<file path="src/rtl/matrix_link_ctrl.sv">
// Host-side link controller. It packs UART bytes into operand words for the matrix core,
// waits for the job to finish, then streams the result words back out as bytes.
module matrix_link_ctrl #(
  parameter int unsigned N_IN    = 8,
  parameter int unsigned N_OUT   = 4,
  parameter int unsigned BUSY_TO = 16
) (
  input  logic        i_Clk,
  input  logic        i_Rstn,
  input  logic        i_rx_valid,
  input  logic [7:0]  i_rx_data,
  output logic        o_tx_valid,
  output logic [7:0]  o_tx_data,
  input  logic        i_tx_ready,
  output logic [31:0] o_word,
  output logic        o_word_ready,
  input  logic        i_core_busy,
  input  logic [31:0] i_core_result,
  output logic [2:0]  o_state,
  output logic        o_rx_drop,
  output logic        o_timeout
);

  localparam int unsigned WcW = $clog2(N_IN + 1);
  localparam int unsigned ToW = $clog2(BUSY_TO + 1);
  localparam int unsigned RcW = $clog2(N_OUT + 1);

  localparam logic [WcW-1:0] LastWord = WcW'(N_IN - 1);
  localparam logic [ToW-1:0] LastWait = ToW'(BUSY_TO - 1);
  localparam logic [RcW-1:0] LastRes  = RcW'(N_OUT - 1);

  typedef enum logic [2:0] {
    StRx     = 3'd0,
    StWait   = 3'd1,
    StRun    = 3'd2,
    StSettle = 3'd3,
    StTx     = 3'd4,
    StStep   = 3'd5
  } state_e;

  state_e         state_q, state_d;
  logic [1:0]     byte_cnt_q, byte_cnt_d;
  logic [WcW-1:0] word_cnt_q, word_cnt_d;
  logic [ToW-1:0] wait_cnt_q, wait_cnt_d;
  logic [RcW-1:0] res_cnt_q, res_cnt_d;
  logic           settle_q, settle_d;
  logic [1:0]     tx_idx_q, tx_idx_d;
  logic [31:0]    word_q, word_d;
  logic [31:0]    res_q, res_d;
  logic           rx_pulse_q, rx_pulse_d;
  logic           rx_drop_q, rx_drop_d;
  logic           timeout_q, timeout_d;
  logic           last_load;

  // Pulse cycle of the final operand word: the FSM leaves S_RX here, so a byte now is dropped.
  assign last_load = (state_q == StRx) && rx_pulse_q && (word_cnt_q == LastWord);

  // State register
  always_ff @(posedge i_Clk or negedge i_Rstn) begin
    if (!i_Rstn) begin
      state_q <= StRx;
    end else begin
      state_q <= state_d;
    end
  end

  // Next-state logic
  always_comb begin
    state_d = state_q;
    unique case (state_q)
      StRx:     if (last_load) state_d = StWait;
      StWait: begin
        if (i_core_busy) begin
          state_d = StRun;
        end else if (wait_cnt_q == LastWait) begin
          state_d = StRx;
        end
      end
      StRun:    if (!i_core_busy) state_d = StSettle;
      StSettle: if (settle_q) state_d = StTx;
      StTx:     if (i_tx_ready && (tx_idx_q == 2'd3)) state_d = StStep;
      StStep:   state_d = (res_cnt_q == LastRes) ? StRx : StSettle;
      default:  state_d = StRx;
    endcase
  end

  // Datapath next-state
  always_comb begin
    byte_cnt_d = byte_cnt_q;
    word_cnt_d = word_cnt_q;
    wait_cnt_d = '0;
    res_cnt_d  = res_cnt_q;
    settle_d   = 1'b0;
    tx_idx_d   = tx_idx_q;
    word_d     = word_q;
    res_d      = res_q;
    rx_pulse_d = 1'b0;
    rx_drop_d  = rx_drop_q;
    timeout_d  = timeout_q;

    if (i_rx_valid) begin
      if ((state_q == StRx) && !last_load) begin
        word_d[{byte_cnt_q, 3'b000} +: 8] = i_rx_data;
        byte_cnt_d = byte_cnt_q + 2'd1;
        rx_pulse_d = (byte_cnt_q == 2'd3);
      end else begin
        rx_drop_d = 1'b1;
      end
    end

    if (rx_pulse_q) begin
      word_cnt_d = word_cnt_q + WcW'(1);
    end
    if (last_load) begin
      word_cnt_d = '0;
      byte_cnt_d = '0;
    end

    if (state_q == StWait) begin
      wait_cnt_d = wait_cnt_q + ToW'(1);
      if (!i_core_busy && (wait_cnt_q == LastWait)) begin
        timeout_d = 1'b1;
      end
    end

    // Two cycles in S_SETTLE let the core's registered RAM read catch up with its index.
    if (state_q == StSettle) begin
      settle_d = ~settle_q;
      if (settle_q) begin
        res_d    = i_core_result;
        tx_idx_d = '0;
      end
    end

    if ((state_q == StTx) && i_tx_ready) begin
      tx_idx_d = tx_idx_q + 2'd1;
    end

    if (state_q == StStep) begin
      res_cnt_d = (res_cnt_q == LastRes) ? '0 : res_cnt_q + RcW'(1);
    end
  end

  always_ff @(posedge i_Clk or negedge i_Rstn) begin
    if (!i_Rstn) begin
      byte_cnt_q <= '0;
      word_cnt_q <= '0;
      wait_cnt_q <= '0;
      res_cnt_q  <= '0;
      settle_q   <= 1'b0;
      tx_idx_q   <= '0;
      word_q     <= '0;
      res_q      <= '0;
      rx_pulse_q <= 1'b0;
      rx_drop_q  <= 1'b0;
      timeout_q  <= 1'b0;
    end else begin
      byte_cnt_q <= byte_cnt_d;
      word_cnt_q <= word_cnt_d;
      wait_cnt_q <= wait_cnt_d;
      res_cnt_q  <= res_cnt_d;
      settle_q   <= settle_d;
      tx_idx_q   <= tx_idx_d;
      word_q     <= word_d;
      res_q      <= res_d;
      rx_pulse_q <= rx_pulse_d;
      rx_drop_q  <= rx_drop_d;
      timeout_q  <= timeout_d;
    end
  end

  // Outputs
  always_comb begin
    o_state      = state_q;
    o_tx_valid   = (state_q == StTx);
    o_tx_data    = res_q[{tx_idx_q, 3'b000} +: 8];
    o_word       = word_q;
    o_word_ready = rx_pulse_q || (state_q == StStep);
    o_rx_drop    = rx_drop_q;
    o_timeout    = timeout_q;
  end

endmodule

</file>
<file path="config.mk">
export PLATFORM = sky130hd
export DESIGN_NAME = matrix_link_ctrl
export DESIGN_NICKNAME = d
export VERILOG_FILES = /design/src/rtl/matrix_link_ctrl.sv
export SDC_FILE = /design/constraint.sdc
export NUM_CORES = 1
export LEC_CHECK = 0
export BUFFER_PORTS_ARGS = -buffer_cell sky130_fd_sc_hd__buf_2
export CAP_MARGIN = 10
export CORE_MARGIN = 2
export CORE_UTILIZATION = 25
export DETAILED_ROUTE_END_ITERATION = 8
export MAX_ROUTING_LAYER = met4
export PLACE_DENSITY = 0.46
export SETUP_SLACK_MARGIN = 0.5
export SLEW_MARGIN = 20
export SYNTH_ARGS = -nofsm -noshare
export SYNTH_HDL_FRONTEND = slang
export SYNTH_SLANG_ARGS = --single-unit
</file>
<file path="constraint.sdc">
create_clock -name i_Clk -period 5.4 [get_ports i_Clk]
set_clock_uncertainty 0.15 [all_clocks]
set_input_delay 0.81 -clock i_Clk [delete_from_list [all_inputs] [get_ports i_Clk]]
set_output_delay 0.81 -clock i_Clk [all_outputs]
set_load 0.02 [all_outputs]
</file>
==> impl_results.md, run 1 <==
* Mean Syn Cell Area at 11.7 sq um
* TNS Setup at 0 ps
* Nets at 470
* DRT iter0 DRCs at 122
* Non-filler cells, final at between 600 and 700
* Post-synth EDFFs at 0
* CTS tree: done
* Root buf cell: clkbuf_16
* YS warnings at 0
* Fin. max-slew vios at 0
* Sink Count at just under 90
* FF-to-FF End: o_word[13]
* Reg2reg start: byte_cnt_q[0]
* GP Congestion at between 0.7 and 0.8
* Worst setup SP type: flip-flop
* Initial antenna violation count at 0
* Synth cell types at 37
* Multi-input gate area at 0.00152 sq mm
* Sequential share of the synthesized area at 57.3%
* Area Overhead vs Synth at 24.2%
* Leakage at 2.24 nW
* Endpoints failing hold at 0
* Slowest CP cell: dfrtp_1
* Number of hold buffers added after CTS at 0
* Drt wl/cell at 14.7 um
* Residual antenna-violating net count after detailed routing at 0
* Commonest non-fill, non-tap cell in the layout: buf_2
* Share of post-route cells with drive strength above 1 at a little over a third
* Clock Latency Late Sink at around 340 ps
* CTS clk-pin slew, worst paths at 60 ps
* Reg2Reg Depth at 5
* Crit Path Category: reg -> out
* Placed insts at around 590
* ANT cells at 0
* Post-DP HPWL at ~6400 um
* Endpoint type of the worst setup path: primary output
* Die area at 0.0162 sq mm
* Placement Setup Slack at 2880 ps
* Worst path required time at 4440 ps
* Slew @ Worst Pin at 1020 ps
* Fillers at 1537
* Critical path peak fanout at 11
* Max incr delay on CP at 760 ps
* Post-CTS setup repair buffer count at 0
* Hold Path Class: in -> async
* Final setup margin at 2570 ps
* Gr ovfl total at 0
* RSZ-0062 raised after global routing: false
* Drt pass-1 iters at 4
* Post-CTS Resized at 0
* Buf/Inv on CP at 1
* Most frequent cells in the layout: 90 x buf_2, 87 x dfrtp_1, 75 x nand2_1, 36 x o21ai_0, 36 x mux2_2
* Status: finished clean
* R2R setup slack at 3060 ps
* DRC viols at 0
* Main synth FF type: dfrtp_1
* Initial core utilization at between 20% and 30%
* DR vias at 2706
* Finished Cell Area at between 0.004 and 0.005 sq mm
* CTS buffer count at 9
* Period minus WS final at 2830 ps
* Post-synth ARST share at 100%
* Via density at 4.45
* Die Wd at 127 um
* Power density over the cells at 600 mW/mm^2
* Vias in the first global route at 2730
* Worst endpoint data arrival time at about 1900 ps
* Clock tree buffer depth at 2
* I/O Pins at 92
* CP Cell Sequence: mux4_2 -> buf_2
* Aggregate routed wire length at 8940 um
* CTS H-tree lvls at 3
* Placed Area at 0.00444 sq mm
* Max VDD drop at 0.209 mV
* Mapped Area at between 0.003 and 0.004 sq mm
* Synth Instances at 324
* Synth Register Bits at just under 90
* # rows at 45
* Total track usage at 12.2%
* Final Setup Violations at 0
* I/O Buffers at between 90 and 100
* Critical path's top delay family: flip-flops
* Die Y at about 130 um
* Core area at 0.0150 sq mm
* MaxCap Viol Count at 0
* First-pass GRT wire length at 14600 um
* Largest net degree at the start of global routing at 48
* Max Fclk at around 350 MHz
* Register Area at 0.00218 sq mm
* Max_slew headroom at 32.1%
* Tcrit/Tclk final at 52.4%
* Syn_nets at 379
==> layer usage <==
metal  track usage (%)  wire, um
met5                 -         0
met4              5.69       178
met3              3.14       335
met2              18.5      4290
met1              15.3      4140
==> state kept, by name, summed over array words and instances, names as in the netlist, 2 cells and up <==
name / count
tx_idx_q: 2
wait_cnt_q: 5
o_word: 32
res_q: 32
word_cnt_q: 4
res_cnt_q: 3
o_state: 3
byte_cnt_q: 2
==> per-stage QoR <==
stage / util, % / hold WS [ps] / power [W]
floorplan: - / 275 / 0.00191
CTS: 31.4 / 312 / 0.00288
global placement: 29.5 / 289 / 0.00225
global route: 31.4 / 324 / 0.00304
detailed placement: 29.5 / 297 / 0.00227
finish: 31.4 / 300 / 0.00283
==> cell type report <==
class | count | area share, %
inverters | 8 | 0.637
clock buffers | 12 | 5.44
multi-input cells | 216 | 32.3
clock inverters | 4 | 0.425
flip-flops and latches | 87 | 46.2
well taps | 188 | 4.99
repair buffers | 93 | 10.0
==> kinds of logic (layout without fill, tap and decap cells) <==
family / Yosys count / in the layout / share of synthesized area [%]
simple gates: 110 / 110 / 13.3
flops: 87 / 87 / 57.3
compound gates: 47 / 47 / 6.89
xor+xnor: 3 / 3 / 0.692
fa+ha+maj: 10 / 10 / 3.29
buf+inv: 21 / 117 / 2.54
mux: 46 / 46 / 15.9
==> synthesized netlist by cell type, drive strengths merged, types with 3 or more instances <==
master / count / area share [%]
ha: 10 / 3.3
nor3: 3 / 0.69
mux4: 8 / 4.7
buf: 8 / 1.3
dfrtp: 87 / 57
nand3: 4 / 0.53
inv: 8 / 0.79
a21o: 4 / 0.79
nand2: 75 / 7.4
clkbuf: 5 / 0.49
o21ai: 37 / 4.9
nand4: 6 / 1.2
mux2: 36 / 11
nor3b: 5 / 0.99
nor2: 7 / 0.69
==> how the worst max path moves through the flow <==
stage,endpoint,cells after the start,startpoint,slack [ps]
finish,o_tx_data[6],2,tx_idx_q[0],2570
global route,o_tx_data[6],2,tx_idx_q[0],2430
CTS,o_tx_data[6],2,tx_idx_q[0],2490
detailed placement,o_tx_data[0],2,tx_idx_q[0],2880
global placement,o_tx_data[0],2,tx_idx_q[0],2910
floorplan,o_tx_valid,2,o_state[1],3070
==> report_power, final <==
group	total (W)	internal (W)	switching, W
Clock	0.000587	0.000334	0.000253
Combinational	0.00109	0.000473	0.000612
Sequential	0.00116	0.000941	0.000214
Total	0.00283	0.00175	0.00108
Power figures use the tool's default switching activity.
==> run 2, diff against run 1 <==
clock period = 2.7 ns   (was 5.4 ns; I/O delays follow)
==> impl_results.md, run 2 (synthesized netlist as in run 1, its figures left out) <==
* Placement Setup Slack at 674 ps
* Fin. max-slew vios at 0
* Die Y at 127 um
* Max Fclk at around 470 MHz
* Worst path required time at around 2100 ps
* MaxCap Viol Count at 0
* DRC viols at 0
* Root buf cell: clkbuf_16
* CTS H-tree lvls at 3
* Final Setup Violations at 0
* Clock tree buffer depth at 2
* Most frequent cells in the layout: 90 x buf_2, 83 x dfrtp_1, 75 x nand2_1, 36 x o21ai_0, 36 x mux2_2
* Share of post-route cells with drive strength above 1 at 39.2%
* Reg2reg start: word_cnt_q[0]
* Vias in the first global route at 2654
* Nets at 481
* Status: finished clean
* Commonest non-fill, non-tap cell in the layout: buf_2
* RSZ-0062 raised after global routing: false
* Hold Path Class: in -> reg
* Largest net degree at the start of global routing at 47
* Leakage at 2.29 nW
* Period minus WS final at 2130 ps
* DR vias at 2719
* I/O Pins at 92
* Core area at ~0.015 sq mm
* Die Wd at 127 um
* Die area at around 0.016 sq mm
* I/O Buffers at 91
* FF-to-FF End: o_word[10]
* Aggregate routed wire length at roughly 9000 um
* Residual antenna-violating net count after detailed routing at 0
* Hold path startpoint: i_core_result[23]
* Slew @ Worst Pin at ~600 ps
* Worst endpoint data arrival time at roughly 1600 ps
* CTS tree: done
* Clock Latency Late Sink at 340 ps
* Max_slew headroom at between 50% and 60%
* Post-DP HPWL at 6400 um
* Crit Path Category: reg -> out
* GP Congestion at 0.728
* Drt wl/cell at 14.6 um
* Via density at 4.39
* Worst setup SP type: flip-flop
* DRT iter0 DRCs at 121
* Gr ovfl total at 0
* Endpoints failing hold at 0
* ANT cells at 0
* Reg2Reg Depth at 5
* Total track usage at 12.1%
* First-pass GRT wire length at 14500 um
* Tcrit/Tclk final at 78.7%
* Sink Count at 87
* Worst hold path depth at 2
* CTS buffer count at 9
* Fillers at approximately 1500
* Drt pass-1 iters at 4
* Power density over the cells at 1200 mW/mm^2
* Endpoint type of the worst setup path: primary output
* Initial antenna violation count at 0
* R2R setup slack at 680 ps
* Min-Delay Endpoint: res_q[23]
* Critical path peak fanout at 8
* # rows at 45
* CTS clk-pin slew, worst paths at 60 ps
* Initial core utilization at around 25%
* Final setup margin at roughly 570 ps
* TNS Setup at 0 ps
* Max VDD drop at 0.481 mV
* Area Overhead vs Synth at 27.5%
run 2: cell count changes in the layout (fill, tap and decap cells not counted), sizes merged:
cell / delta
buf: +10
clkbuf: +1
clkinv: -2
clkinvlp: +1
dlygate4sd3: +1
run 2: report_power, final:
part | leakage, nW | total [W] | switching [W] | internal (W)
logic | 1.05 | 0.00235 | 0.00129 | 0.00106
registers | 1.11 | 0.00229 | 0.000398 | 0.00189
clock network | 0.136 | 0.00118 | 0.000509 | 0.000672
total | 2.29 | 0.00582 | 0.00220 | 0.00362
run 2: routing by layer:
layer / vias up / GRT usage (%) / part of all wire (%)
met4: 0 / 5.24 / 2.1
met3: 12 / 3.14 / 3.6
met2: 47 / 17.8 / 46
met1: 1334 / 15.9 / 49
met5: - / - / 0
li1: 1326 / - / -
run 2: per-stage QoR:
step           hold WS [ps]  power [W]  instances  utilization, %  area (sq um)
2_1_floorplan         -40.6    0.00383        324               -          3800
3_3_place_gp            288    0.00459        599            30.0          4500
3_5_place_dp            296    0.00464        599            30.0          4500
4_1_cts                 127    0.00590        617            32.1          4830
5_1_grt                 120    0.00627        619            32.2          4840
6_report                141    0.00582        619            32.2          4840
run 2: worst max-delay path by stage:
stage / slack [ps] / start / cells after the start / end
floorplan: 610 / o_state[1] / 5 / o_state[0]
global placement: 730 / word_cnt_q[0] / 5 / o_word[0]
detailed placement: 670 / word_cnt_q[0] / 5 / o_word[0]
CTS: 530 / tx_idx_q[0] / 3 / o_tx_data[3]
global route: 500 / o_state[2] / 4 / o_word_ready
finish: 570 / tx_idx_q[0] / 3 / o_tx_data[3]
run 2: layout make-up:
type | count | area (sq um) | share of cell area (%)
clock inverter | 3 | 17.5 | 0.362
inverter | 8 | 30.0 | 0.620
sequential | 87 | 2180 | 45.1
timing repair buffer | 104 | 583 | 12.0
multi-input combinational | 216 | 1530 | 31.7
tap | 188 | 235 | 4.86
clock buffer | 13 | 260 | 5.37
run 2: timing repair:
item                                   CTS  global route
endpoints found under the hold margin   41             0
setup buffers                            1             2
setup endpoints to repair                9             6
pin swaps                                0             1
gates resized for setup                  9             0
cloned                                   0             0
hold buffers                             1             0
run 2: critical path: stages, from the launching register on:
cell and delay (ps):
dfrtp_2 380, buf_12 140, mux4_2 520, buf_2 180
